--- config.mk ---
export PLATFORM = sky130hd
export DESIGN_NAME = mem_burst_tester
export DESIGN_NICKNAME = d
export VERILOG_FILES = /design/src/rtl/mem_burst_tester.sv
export SDC_FILE = /design/constraint.sdc
export NUM_CORES = 1
export LEC_CHECK = 0
export ABC_AREA = 0
export CAP_MARGIN = 5
export CORE_ASPECT_RATIO = 1.25
export CORE_UTILIZATION = 48
export CTS_BUF_LIST = sky130_fd_sc_hd__clkbuf_4 sky130_fd_sc_hd__clkbuf_8
export DETAILED_ROUTE_END_ITERATION = 12
export PLACE_DENSITY = 0.84
export RECOVER_POWER = 25
export SETUP_SLACK_MARGIN = 0.3
export SLEW_MARGIN = 30
export SYNTH_ARGS = -nofsm -noshare
export SYNTH_HDL_FRONTEND = slang
export SYNTH_SLANG_ARGS = --single-unit
--- constraint.sdc ---
create_clock -name mem_clk -period 9 [get_ports mem_clk]
set_input_delay 1.35 -clock mem_clk [delete_from_list [all_inputs] [get_ports mem_clk]]
set_output_delay 1.35 -clock mem_clk [all_outputs]
set_load 0.01 [all_outputs]
--- src/rtl/mem_burst_tester.sv ---
// Self-checking DDR burst initiator: writes TEST_BURSTS bursts of a pass-seeded
// address pattern, reads them back, counts mismatches and completed passes.
module mem_burst_tester #(
    parameter int unsigned MEM_DATA_BITS = 64,
    parameter int unsigned ADDR_BITS     = 24,
    parameter logic [9:0]  BURST_LEN     = 10'd128,
    parameter logic [15:0] TEST_BURSTS   = 16'd64
) (
    input  logic                     rst,
    input  logic                     mem_clk,
    input  logic                     init_calib_complete,
    input  logic                     enable,
    output logic                     wr_burst_req,
    output logic [9:0]               wr_burst_len,
    output logic [ADDR_BITS-1:0]     wr_burst_addr,
    input  logic                     wr_burst_data_req,
    output logic [MEM_DATA_BITS-1:0] wr_burst_data,
    input  logic                     wr_burst_finish,
    output logic                     rd_burst_req,
    output logic [9:0]               rd_burst_len,
    output logic [ADDR_BITS-1:0]     rd_burst_addr,
    input  logic                     rd_burst_data_valid,
    input  logic [MEM_DATA_BITS-1:0] rd_burst_data,
    input  logic                     rd_burst_finish,
    output logic                     error,
    output logic [15:0]              error_cnt,
    output logic [7:0]               pass_cnt,
    output logic                     busy
);
    localparam int unsigned LANES = MEM_DATA_BITS / 16;

    typedef enum logic [1:0] {IDLE, WRITE, READ} state_t;

    state_t                   state_q, state_d;
    logic [ADDR_BITS-1:0]     addr_q, addr_d;
    logic [15:0]              burst_cnt_q, burst_cnt_d;
    logic [9:0]               wr_beat_q, wr_beat_d;
    logic [9:0]               rd_beat_q, rd_beat_d;
    logic                     wr_req_q, wr_req_d;
    logic                     rd_req_q, rd_req_d;
    logic [MEM_DATA_BITS-1:0] wr_data_q, wr_data_d;
    logic                     error_q, error_d;
    logic [15:0]              error_cnt_q, error_cnt_d;
    logic [7:0]               pass_cnt_q, pass_cnt_d;
    logic                     busy_q, busy_d;
    logic                     mism;
    logic                     last_burst;
    logic [ADDR_BITS-1:0]     wr_a, rd_a;

    // Each 16-bit lane carries the low address bits scrambled by the pass count.
    function automatic logic [MEM_DATA_BITS-1:0] pattern(input logic [ADDR_BITS-1:0] a,
                                                         input logic [7:0] p);
        logic [15:0] lane;
        lane = 16'(a) ^ {p, p};
        return {LANES{lane}};
    endfunction

    assign wr_a       = addr_q + ADDR_BITS'(wr_beat_q);
    assign rd_a       = addr_q + ADDR_BITS'(rd_beat_q);
    assign last_burst = (burst_cnt_q == TEST_BURSTS - 16'd1);

    always_comb begin
        state_d     = state_q;
        addr_d      = addr_q;
        burst_cnt_d = burst_cnt_q;
        wr_beat_d   = wr_beat_q;
        rd_beat_d   = rd_beat_q;
        wr_req_d    = wr_req_q;
        rd_req_d    = rd_req_q;
        wr_data_d   = wr_data_q;
        pass_cnt_d  = pass_cnt_q;
        mism        = 1'b0;

        case (state_q)
            IDLE: begin
                if (enable && init_calib_complete) begin
                    state_d     = WRITE;
                    addr_d      = '0;
                    burst_cnt_d = '0;
                    wr_beat_d   = '0;
                    wr_req_d    = 1'b1;
                end
            end
            WRITE: begin
                // Request dropped for one cycle after a finish, then re-raised.
                if (!wr_req_q) wr_req_d = 1'b1;
                if (wr_burst_data_req) begin
                    wr_data_d = pattern(wr_a, pass_cnt_q);
                    wr_beat_d = wr_beat_q + 10'd1;
                end
                if (wr_burst_finish && wr_req_q) begin
                    wr_req_d  = 1'b0;
                    wr_beat_d = '0;
                    if (last_burst) begin
                        addr_d      = '0;
                        burst_cnt_d = '0;
                        if (enable) begin
                            state_d   = READ;
                            rd_req_d  = 1'b1;
                            rd_beat_d = '0;
                        end else begin
                            state_d = IDLE;
                        end
                    end else begin
                        addr_d      = addr_q + ADDR_BITS'(BURST_LEN);
                        burst_cnt_d = burst_cnt_q + 16'd1;
                        if (!enable) state_d = IDLE;
                    end
                end
            end
            READ: begin
                if (!rd_req_q) rd_req_d = 1'b1;
                if (rd_burst_data_valid) begin
                    mism      = (rd_burst_data != pattern(rd_a, pass_cnt_q));
                    rd_beat_d = rd_beat_q + 10'd1;
                end
                if (rd_burst_finish && rd_req_q) begin
                    rd_req_d  = 1'b0;
                    rd_beat_d = '0;
                    if (last_burst) begin
                        addr_d      = '0;
                        burst_cnt_d = '0;
                        pass_cnt_d  = pass_cnt_q + 8'd1;
                        if (enable) begin
                            state_d   = WRITE;
                            wr_req_d  = 1'b1;
                            wr_beat_d = '0;
                        end else begin
                            state_d = IDLE;
                        end
                    end else begin
                        addr_d      = addr_q + ADDR_BITS'(BURST_LEN);
                        burst_cnt_d = burst_cnt_q + 16'd1;
                        if (!enable) state_d = IDLE;
                    end
                end
            end
            default: state_d = IDLE;
        endcase

        // Read data arriving while no read is outstanding is itself an error.
        if (rd_burst_data_valid && (state_q != READ)) mism = 1'b1;

        error_d     = error_q | mism;
        error_cnt_d = (mism && (error_cnt_q != 16'hFFFF)) ? error_cnt_q + 16'd1 : error_cnt_q;
        busy_d      = (state_d != IDLE);
    end

    always_ff @(posedge mem_clk or posedge rst) begin
        if (rst) begin
            state_q     <= IDLE;
            addr_q      <= '0;
            burst_cnt_q <= '0;
            wr_beat_q   <= '0;
            rd_beat_q   <= '0;
            wr_req_q    <= 1'b0;
            rd_req_q    <= 1'b0;
            wr_data_q   <= '0;
            error_q     <= 1'b0;
            error_cnt_q <= '0;
            pass_cnt_q  <= '0;
            busy_q      <= 1'b0;
        end else begin
            state_q     <= state_d;
            addr_q      <= addr_d;
            burst_cnt_q <= burst_cnt_d;
            wr_beat_q   <= wr_beat_d;
            rd_beat_q   <= rd_beat_d;
            wr_req_q    <= wr_req_d;
            rd_req_q    <= rd_req_d;
            wr_data_q   <= wr_data_d;
            error_q     <= error_d;
            error_cnt_q <= error_cnt_d;
            pass_cnt_q  <= pass_cnt_d;
            busy_q      <= busy_d;
        end
    end

    assign wr_burst_req  = wr_req_q;
    assign wr_burst_len  = BURST_LEN;
    assign wr_burst_addr = addr_q;
    assign wr_burst_data = wr_data_q;
    assign rd_burst_req  = rd_req_q;
    assign rd_burst_len  = BURST_LEN;
    assign rd_burst_addr = addr_q;
    assign error         = error_q;
    assign error_cnt     = error_cnt_q;
    assign pass_cnt      = pass_cnt_q;
    assign busy          = busy_q;

endmodule

==> results of run 1 <==
## state kept, by name (all words and copies together) (netlist names)
signal / cells
error: 1
error_cnt: 16
wr_burst_req: 1
wr_beat_q: 10
rd_burst_req: 1
pass_cnt: 8
wr_burst_data: 16
busy: 1
state_q: 2
rd_burst_addr: 17
rd_beat_q: 10
burst_cnt_q: 16
## per-stage QoR
step / setup WS [ps] / std cells / power [W]
after floorplan: 5060 / 799 / 0.000780
after global placement: 4470 / 1052 / 0.000936
after detailed placement: 4420 / 1052 / 0.000945
after CTS: 4820 / 1068 / 0.00122
after global routing: 4690 / 1068 / 0.00128
final: 4830 / 1068 / 0.00121
## power by group
part | switching [W] | internal [W] | total (W) | leakage [nW]
combinational | 0.000202 | 0.000196 | 0.000398 | 2.13
clock | 0.000173 | 0.000105 | 0.000278 | 0.0890
sequential | 0.0000561 | 0.000482 | 0.000538 | 1.33
## worst max path at each step
stage,from,to,cells past startpoint
after floorplan,rst,burst_cnt_q[0],1
after global placement,rd_burst_data[10],error_cnt[1],10
after detailed placement,rd_burst_data[10],error_cnt[1],10
after CTS,rd_burst_data[10],error_cnt[1],10
after global routing,rd_burst_data[10],error_cnt[1],10
final,rd_burst_data[10],error_cnt[1],10
## cell type report
cell class	count	area (sq um)	share of cell area
clock buffer	9	124	0.0146
clock inverter	7	62.6	0.00737
inverter	17	65.1	0.00767
multi-input combinational	560	3530	0.416
sequential	99	2480	0.292
tap	175	219	0.0258
timing repair buffer	201	2010	0.236
## per-layer routing
metal / wire length (um) / vias to the layer above / global-route usage
met5: 0 / - / 0
met4: 557 / 0 / 0.0991
met3: 979 / 36 / 0.0385
met2: 8600 / 235 / 0.411
met1: 6750 / 2756 / 0.275
li1: - / 2774 / -
## cells by family (layout without fill, tap and decap cells)
group                    count (synthesis)  count (layout)  synth area share
adder cells (fa/ha/maj)                 16              16            0.0294
AO/OA/AOI/OAI                          105             105            0.0948
buffers and inverters                  140             234             0.135
XOR/XNOR                                94              94             0.122
AND/OR/NAND/NOR                        292             292             0.225
multiplexers                            19              19            0.0292
flip-flops                              99              99             0.364
other                                    2              34           0.00110
## synthesized netlist by cell type, types with 4 or more instances
cell type / instances
ha_1: 16
nand2_1: 68
buf_4: 99
and2_1: 5
nor3_1: 12
xnor2_1: 51
buf_2: 5
mux2i_1: 15
o31ai_1: 5
nand3_1: 35
and3_1: 19
a21oi_1: 20
inv_1: 17
nor2_2: 4
a21o_1: 4
nand2b_1: 7
clkbuf_1: 17
dfrtp_1: 99
or4_1: 4
nor4_1: 11
xor2_1: 42
and4_1: 6
nor2_1: 56
o21ai_0: 53
nor2b_1: 5
or3_1: 15
nand4_1: 24
nor3_2: 5
==> results.py, run 1 <==
metrics = {
    "routing": {
        "drcViolationCount": 0,
        "wirelength_mm": 16.9,
        "routedWlPerCell_um": 15.8,
        "vias": 5801,
        "firstDrtPassIters": 5,
        "antenna_left": 0,
        "via_per_inst": 5.43,
        "drt_iter0_markers": 308,
    },
    "floorplan": {
        "rows": 48,
        "chipWidth_um": 109,
        "coreArea_sq_um": 13800,
        "die-height_um": 135,
        "start_util": 0.493,
        "die_area_sq_um": 14700,
        "io_pins": 232,
    },
    "critical_path": {
        "max_stage_delay_ps": 670,
        "cp-start-kind": "primary input",
        "reg2reg_to": "error_cnt[1]",
        "endpoint_kind": "register",
        "crit-reg2reg-launch": "rd_burst_addr[8]",
        "critPathRequiredTime_ps": 9260,
        "reg2reg_depth": 10,
        "crit_path_top_delay_cell": "a2111oi_0",
        "cp_max_fo": 16,
        "path_buf_inv": 2,
        "cp_cell_sequence": "clkdlybuf4s50_1 > or4_1 > nor2_1 > mux2i_1 > a2111oi_0 > nand4_2 > a2111oi_4 > buf_4 > nor2_2 > mux2_4",
        "critPathArrivalTime_ps": 4420,
        "crit_family": "compound AO/OA/AOI/OAI gates",
        "rrSetupSlack_ps": 5450,
        "critical_path_class": "in2reg",
    },
    "layout": {
        "nFillCells": 1192,
        "final_common_cell": "clkdlybuf4s50_1",
        "final_core_util": 0.614,
        "final_area_sq_um": 8490,
        "final_cell_mix": "195 x clkdlybuf4s50_1, 99 x dfrtp_1, 68 x nand2_1",
        "fin_nets": 976,
        "drive_gt1_frac": 0.0459,
        "syn2layout_area_growth_pct": 24.6,
        "n_antenna_cell": 0,
    },
    "clock_tree": {
        "tritoncts": "yes",
        "clock_latency_ps": 370,
        "cts_root_buf": "clkbuf_8",
        "cts_sinks": 99,
        "clk_pin_slew_ps": 100,
        "htreeDepth": 3,
        "cts-hold-fix-buffers": 0,
        "numCtsBuffers": 9,
        "clockBufferDepth": 2,
        "cts_setup_buffers": 0,
        "cts_resized": 0,
    },
    "placed_design": {
        "io_buffer_count": 197,
        "dpl_cell_area_sq_um": 8300,
        "dp_hpwl_mm": 12.9,
        "gp_congestion": 0.843,
    },
    "sta": {
        "whs_ps": 493,
        "max_freq_mhz": 240,
        "rsz0062_at_grt": "no",
        "relSlewSlack": 0.209,
        "setup_tns_ps": 0,
        "skew_ps": 8.46,
        "period_needed_ps": 4170,
        "worst-slew-pin-transition_ps": 1180,
        "fin_crit_sh": 0.463,
        "hold_viol_final": 0,
        "finalMaxSlewViolations": 0,
        "finalSetupViolCount": 0,
    },
    "global_routing": {
        "grt_overflow": 0,
        "antenna_found_initial": 0,
        "grt_start_max_net_pins": 75,
        "grt_usage": 0.232,
        "grt_pass1_vias": 5467,
        "grt_pass1_wl_mm": 26.6,
    },
    "synthesis": {
        "synth_edf_count": 0,
        "synth_cells": 767,
        "synth.distinct_cells": 60,
        "yosys-top-cells-area": "dfrtp_1 36%, buf_4 11%, xnor2_1 6.6%, xor2_1 5.4%, o21ai_0 3.9%",
        "synth_top_cell_by_area": "dfrtp_1",
        "ys_dominant_reg_cell": "dfrtp_1",
        "synth_top_cell_area_share": 0.364,
        "yosys_warnings": 0,
        "yosysSeqAreaShare": 0.364,
        "synth_area_per_cell_sq_um": 8.88,
        "synthArstFlopShare": 1.00,
        "syn_area_sq_um": 6810,
        "ys_ff_latch": 99,
    },
    "hold_path": {
        "whs_endpoint": "error_cnt[11]",
        "hp-start": "error_cnt[11]",
        "min_path_cells": 1,
        "hp-class": "reg2reg",
    },
    "pwr": {
        "p_leak_nw": 3.55,
        "p_per_area_nw_per_um2": 143,
        "irDropWorstVdd_mv": 0.144,
    },
    "run_status": {
        "status": "complete, no violations",
    },
    "flow_run": {
        "drv_cap": 0,
    },
}
(Power assumes the default switching activity.)
==> run 2, diff against run 1 <==
clock period = 4.35 ns   (was 9 ns; I/O delays follow)
==> run 2 against run 1 <==
Compared with the run above:
- the run now ends with max-capacitance violations, max-slew violations left
- global-route usage increased by 0.15 points
- via count increased by 0.16%
- register-to-register slack got worse by 4700 ps
- critical endpoint is now error_cnt[8]
- highest routed layer unchanged
==> results.py, run 2 (synthesis results as in run 1) <==
metrics = {
    "run_status": {
        "status": "finished, violations left",
        "failed_checks": "max-capacitance violations, max-slew violations",
    },
    "layout": {
        "largest_reg_flops": 17,
        "fin_cells": 1071,
        "syn2layout_area_growth_pct": 25.1,
        "final_cell_mix": "196 x clkdlybuf4s50_1, 99 x dfrtp_1, 68 x nand2_1",
        "final_common_cell": "clkdlybuf4s50_1",
        "nFillCells": 1186,
        "drive_gt1_frac": 0.0480,
        "n_antenna_cell": 0,
        "fin_nets": 979,
        "final_core_util": 0.617,
    },
    "critical_path": {
        "crit-reg2reg-launch": "rd_burst_addr[7]",
        "crit_cells": 10,
        "rrSetupSlack_ps": 750,
        "reg2reg_to": "error_cnt[8]",
        "critPathRequiredTime_ps": 4610,
        "path_buf_inv": 1,
        "max_stage_delay_ps": 580,
        "cp_cell_sequence": "ha_1 > xor2_2 > or4_1 > a2111oi_0 > and4_1 > nand4_2 > a2111oi_4 > buf_4 > nor4_1 > xor2_1",
        "reg2reg_depth": 10,
        "crit_family": "compound AO/OA/AOI/OAI gates",
        "endpoint_kind": "register",
        "critical_path_class": "reg2reg",
        "crit_path_top_delay_cell": "a2111oi_4",
        "critPathArrivalTime_ps": 3850,
        "cp-endpoint": "error_cnt[8]",
        "cp-start-kind": "register",
        "cp_max_fo": 10,
        "critPathLaunch": "rd_burst_addr[7]",
    },
    "floorplan": {
        "coreArea_sq_um": 13800,
        "die_area_sq_um": 14700,
        "start_util": 0.493,
        "rows": 48,
        "chipWidth_um": 109,
        "io_pins": 232,
        "die-height_um": 135,
    },
    "routing": {
        "via_per_inst": 5.42,
        "dr.max_layer_used": "met4",
        "routedWlPerCell_um": 15.9,
        "drt_iter0_markers": 377,
        "routedLengthMet1_mm": 6.99,
        "antenna_left": 0,
        "wl_met2_mm": 8.80,
        "routed-wl-met3_um": 938,
        "drcViolationCount": 0,
        "vias": 5810,
        "firstDrtPassIters": 5,
        "wirelength_mm": 17.1,
    },
    "hold_path": {
        "min_path_cells": 1,
        "hp-class": "reg2reg",
    },
    "placed_design": {
        "gp_congestion": 0.868,
        "dp_cells": 1055,
        "io_buffer_count": 197,
        "dp_hpwl_mm": 13.1,
    },
    "pwr": {
        "net-switching-power_w": 0.000911,
        "sequentialPowerShare": 0.438,
        "switching_share": 0.358,
        "p_per_area_nw_per_um2": 299,
        "irDropWorstVdd_mv": 0.266,
        "p_leak_nw": 3.58,
        "p_int_w": 0.00163,
        "p_comb_frac": 0.324,
        "power_frac_clock": 0.238,
    },
    "clock_tree": {
        "cts_root_buf": "clkbuf_8",
        "clockBufferDepth": 2,
        "tritoncts": "yes",
        "cts-hold-fix-buffers": 0,
        "cts_sinks": 99,
        "clk_pin_slew_ps": 110,
        "htreeDepth": 3,
        "clock_latency_ps": 390,
        "cts_resized": 0,
        "cts_setup_buffers": 0,
        "numCtsBuffers": 9,
    },
    "sta": {
        "relSlewSlack": -0.710,
        "hold_viol_final": 0,
        "max_freq_mhz": 278,
        "fin_crit_sh": 0.827,
        "setup_tns_ps": 0,
        "finalSetupViolCount": 0,
        "period_needed_ps": 3600,
        "skew_ps": 18.5,
        "finalMaxSlewViolations": 58,
        "rsz0062_at_grt": "no",
        "worst-slew-pin-transition_ps": 2550,
    },
    "global_routing": {
        "antenna_found_initial": 0,
        "grt_usage": 0.234,
        "grt_pass1_wl_mm": 26.9,
        "grt_overflow": 0,
        "grt_start_max_net_pins": 58,
        "grt_pass1_vias": 5427,
    },
    "flow_run": {
        "drv_cap": 1,
    },
}
[run 2: power by group through the flow]
stage | clock (W) | combinational, W | sequential (W)
after floorplan | 0 | 0.000488 | 0.00113
after global placement | 0 | 0.000812 | 0.00113
after detailed placement | 0 | 0.000824 | 0.00113
after CTS | 0.000613 | 0.000829 | 0.00111
after global routing | 0.000648 | 0.000905 | 0.00113
final | 0.000605 | 0.000825 | 0.00111
[run 2: how the worst min path moves through the flow]
| stage | start | end | slack [ps] |
|---|---|---|---|
| 6_report | error_cnt[12] | error_cnt[12] | 490 |
| 5_1_grt | error_cnt[12] | error_cnt[12] | 520 |
| 4_1_cts | error_cnt[12] | error_cnt[12] | 490 |
| 3_5_place_dp | error | error | 470 |
| 3_3_place_gp | error | error | 460 |
| 2_1_floorplan | burst_cnt_q[3] | burst_cnt_q[3] | 460 |
[run 2: layout make-up]
type / count / area (sq um) / share of cell area
tap: 175 / 219 / 0.0257
clock buffer: 9 / 124 / 0.0145
timing repair buffer: 204 / 2020 / 0.237
clock inverter: 7 / 78.8 / 0.00925
inverter: 17 / 65.1 / 0.00764
multi-input combinational: 560 / 3530 / 0.415
sequential: 99 / 2480 / 0.291
[run 2: per-stage QoR]
| stage | hold WS, ps | setup WS, ps | instance area [sq um] | power (W) |
|---|---|---|---|---|
| finish | 491 | 753 | 8520 | 0.00254 |
| floorplan | 460 | 1110 | 6930 | 0.00161 |
| detailed placement | 469 | 479 | 8320 | 0.00196 |
| global placement | 463 | 510 | 8320 | 0.00194 |
| CTS | 492 | 673 | 8520 | 0.00256 |
| global route | 516 | 505 | 8520 | 0.00268 |
[run 2: metal layers]
metal,GRT usage,up-vias
li1,-,2785
met1,0.286,2781
met2,0.428,222
met3,0.0241,22
met4,0.0706,0
met5,0,-
==> run 3, diff against run 2 <==
CORE_UTILIZATION = 43   (was 48)
PLACE_DENSITY = 0.79   (was 0.84)
clock period = 3.1 ns   (was 4.35 ns; I/O delays follow)
==> run 3 against run 2 <==
Compared with the run above:
- the run now ends clean
- final area up 5.7%
- power rose by 43%
- sequential share of layout area is 1.5 points lower
- first-iteration DRC count is 7.2% lower
==> results.py, run 3 (synthesis results as in run 1) <==
metrics = {
    "layout": {
        "largest_reg_flops": 17,
        "final_area_sq_um": 9000,
        "final_core_util": 0.580,
        "final_cell_mix": "196 x clkdlybuf4s50_1, 98 x dfrtp_1, 67 x nand2_1",
        "syn2layout_area_growth_pct": 32.2,
        "fin_cells": 1142,
        "drive_gt1_frac": 0.102,
        "fin_nets": 1013,
        "final_common_cell": "clkdlybuf4s50_1",
        "n_antenna_cell": 0,
    },
    "global_routing": {
        "grt_pass1_vias": 5698,
        "antenna_found_initial": 0,
        "grt_pass1_wl_mm": 27.8,
        "grt_usage": 0.219,
        "grt_overflow": 0,
        "grt_start_max_net_pins": 53,
    },
    "clock_tree": {
        "cts_root_buf": "clkbuf_8",
        "cts_sinks": 99,
        "htreeDepth": 3,
        "clockBufferDepth": 2,
        "numCtsBuffers": 9,
        "tritoncts": "yes",
        "clk_pin_slew_ps": 110,
        "clock_latency_ps": 390,
    },
    "routing": {
        "drcViolationCount": 0,
        "wirelength_mm": 17.8,
        "drt_iter0_markers": 350,
        "vias": 5932,
        "via_per_inst": 5.19,
        "antenna_left": 0,
        "routedWlPerCell_um": 15.6,
        "firstDrtPassIters": 7,
    },
    "critical_path": {
        "max_stage_delay_ps": 440,
        "crit_path_top_delay_cell": "dfrtp_1",
        "crit_cells": 12,
        "path_buf_inv": 3,
        "cp_max_fo": 6,
        "critPathRequiredTime_ps": 3370,
        "critPathArrivalTime_ps": 3150,
        "crit_family": "compound AO/OA/AOI/OAI gates",
        "reg2reg_depth": 12,
        "critical_path_class": "reg2reg",
        "endpoint_kind": "register",
        "cp_cell_sequence": "ha_4 > a211oi_4 > or4b_1 > o21ai_1 > a2111oi_2 > buf_4 > nand4_4 > a2111oi_4 > buf_6 > buf_12 > nor4b_1 > xor2_1",
        "cp-start-kind": "register",
    },
    "placed_design": {
        "gp_congestion": 0.819,
        "dp_cells": 1123,
        "dpl_cell_area_sq_um": 8660,
        "preCtsSetupSlack_ps": -159,
        "dp_hpwl_mm": 13.8,
        "io_buffer_count": 197,
    },
    "pwr": {
        "power_frac_clock": 0.227,
        "p_comb_frac": 0.349,
        "sequentialPowerShare": 0.423,
        "irDropWorstVdd_mv": 0.287,
        "p_leak_nw": 3.80,
        "p_per_area_nw_per_um2": 404,
        "p_int_w": 0.00235,
        "switching_share": 0.355,
        "net-switching-power_w": 0.00129,
    },
    "sta": {
        "worst-slew-pin-transition_ps": 1340,
        "period_needed_ps": 2890,
        "relSlewSlack": 0.101,
        "skew_ps": 14.4,
        "max_freq_mhz": 347,
        "setup_slack_ps": 215,
        "rsz0062_at_grt": "yes",
        "finalSetupViolCount": 0,
        "fin_crit_sh": 0.931,
        "finalMaxSlewViolations": 0,
        "whs_ps": 501,
        "hold_viol_final": 0,
    },
    "floorplan": {
        "io_pins": 232,
        "die-height_um": 143,
        "start_util": 0.439,
        "chipWidth_um": 115,
        "rows": 51,
        "die_area_sq_um": 16300,
        "coreArea_sq_um": 15500,
    },
    "hold_path": {
        "hp-class": "reg2reg",
        "min_path_cells": 1,
    },
    "run_status": {
        "status": "complete, no violations",
    },
    "flow_run": {
        "drv_cap": 0,
    },
}
[run 3: cell count changes in the layout (fill, tap and decap cells not counted), sizes merged]
cell	delta
buf	+34
[run 3: worst paths after layout]
check,startpoint,slack (ps),to
hold / removal,error_cnt[11],500,error_cnt[11]
setup reg to reg,rd_burst_addr[8],210,error_cnt[6]
setup / recovery,rd_burst_addr[8],210,error_cnt[6]
min in group asynchronous,rst,800,wr_beat_q[0]
max in group asynchronous,rst,780,wr_burst_data[62]
hold reg to reg,error_cnt[11],500,error_cnt[11]
[run 3: metrics by stage]
step	setup TNS (ps)	power, W
after CTS	0	0.00367
final	0	0.00363
after detailed placement	-1950	0.00281
after floorplan	0	0.00228
after global routing	0	0.00386
after global placement	-1490	0.00279
[run 3: cell type report]
class	count	area, sq um
well taps	212	265
multi-input cells	560	3700
clock inverters	7	58.8
clock buffers	9	124
flip-flops and latches	99	2480
inverters	17	65.1
repair buffers	238	2310
fillers	1368	6500
[run 3: power by group through the flow]
stage | Clock (W) | Sequential [W] | Combinational [W]
finish | 0.000826 | 0.00154 | 0.00127
global route | 0.000892 | 0.00157 | 0.00140
global placement | 0 | 0.00156 | 0.00123
CTS | 0.000852 | 0.00154 | 0.00127
floorplan | 0 | 0.00159 | 0.000691
detailed placement | 0 | 0.00157 | 0.00125
[run 3: what timing repair did]
action | in CTS | in global routing
hold endpoints to repair | 0 | 0
setup buffers | 2 | 1
endpoints found under the setup margin | 17 | 20
hold buffers | 0 | 0
pin swaps | 1 | 3
resized for setup | 13 | 14
[run 3: metal layers]
layer | up-vias | global-route usage | wire length [um]
met5 | - | 0 | 0
met4 | 0 | 0.0813 | 454
met3 | 30 | 0.0446 | 1030
met2 | 211 | 0.391 | 9100
met1 | 2851 | 0.259 | 7250
li1 | 2840 | - | -
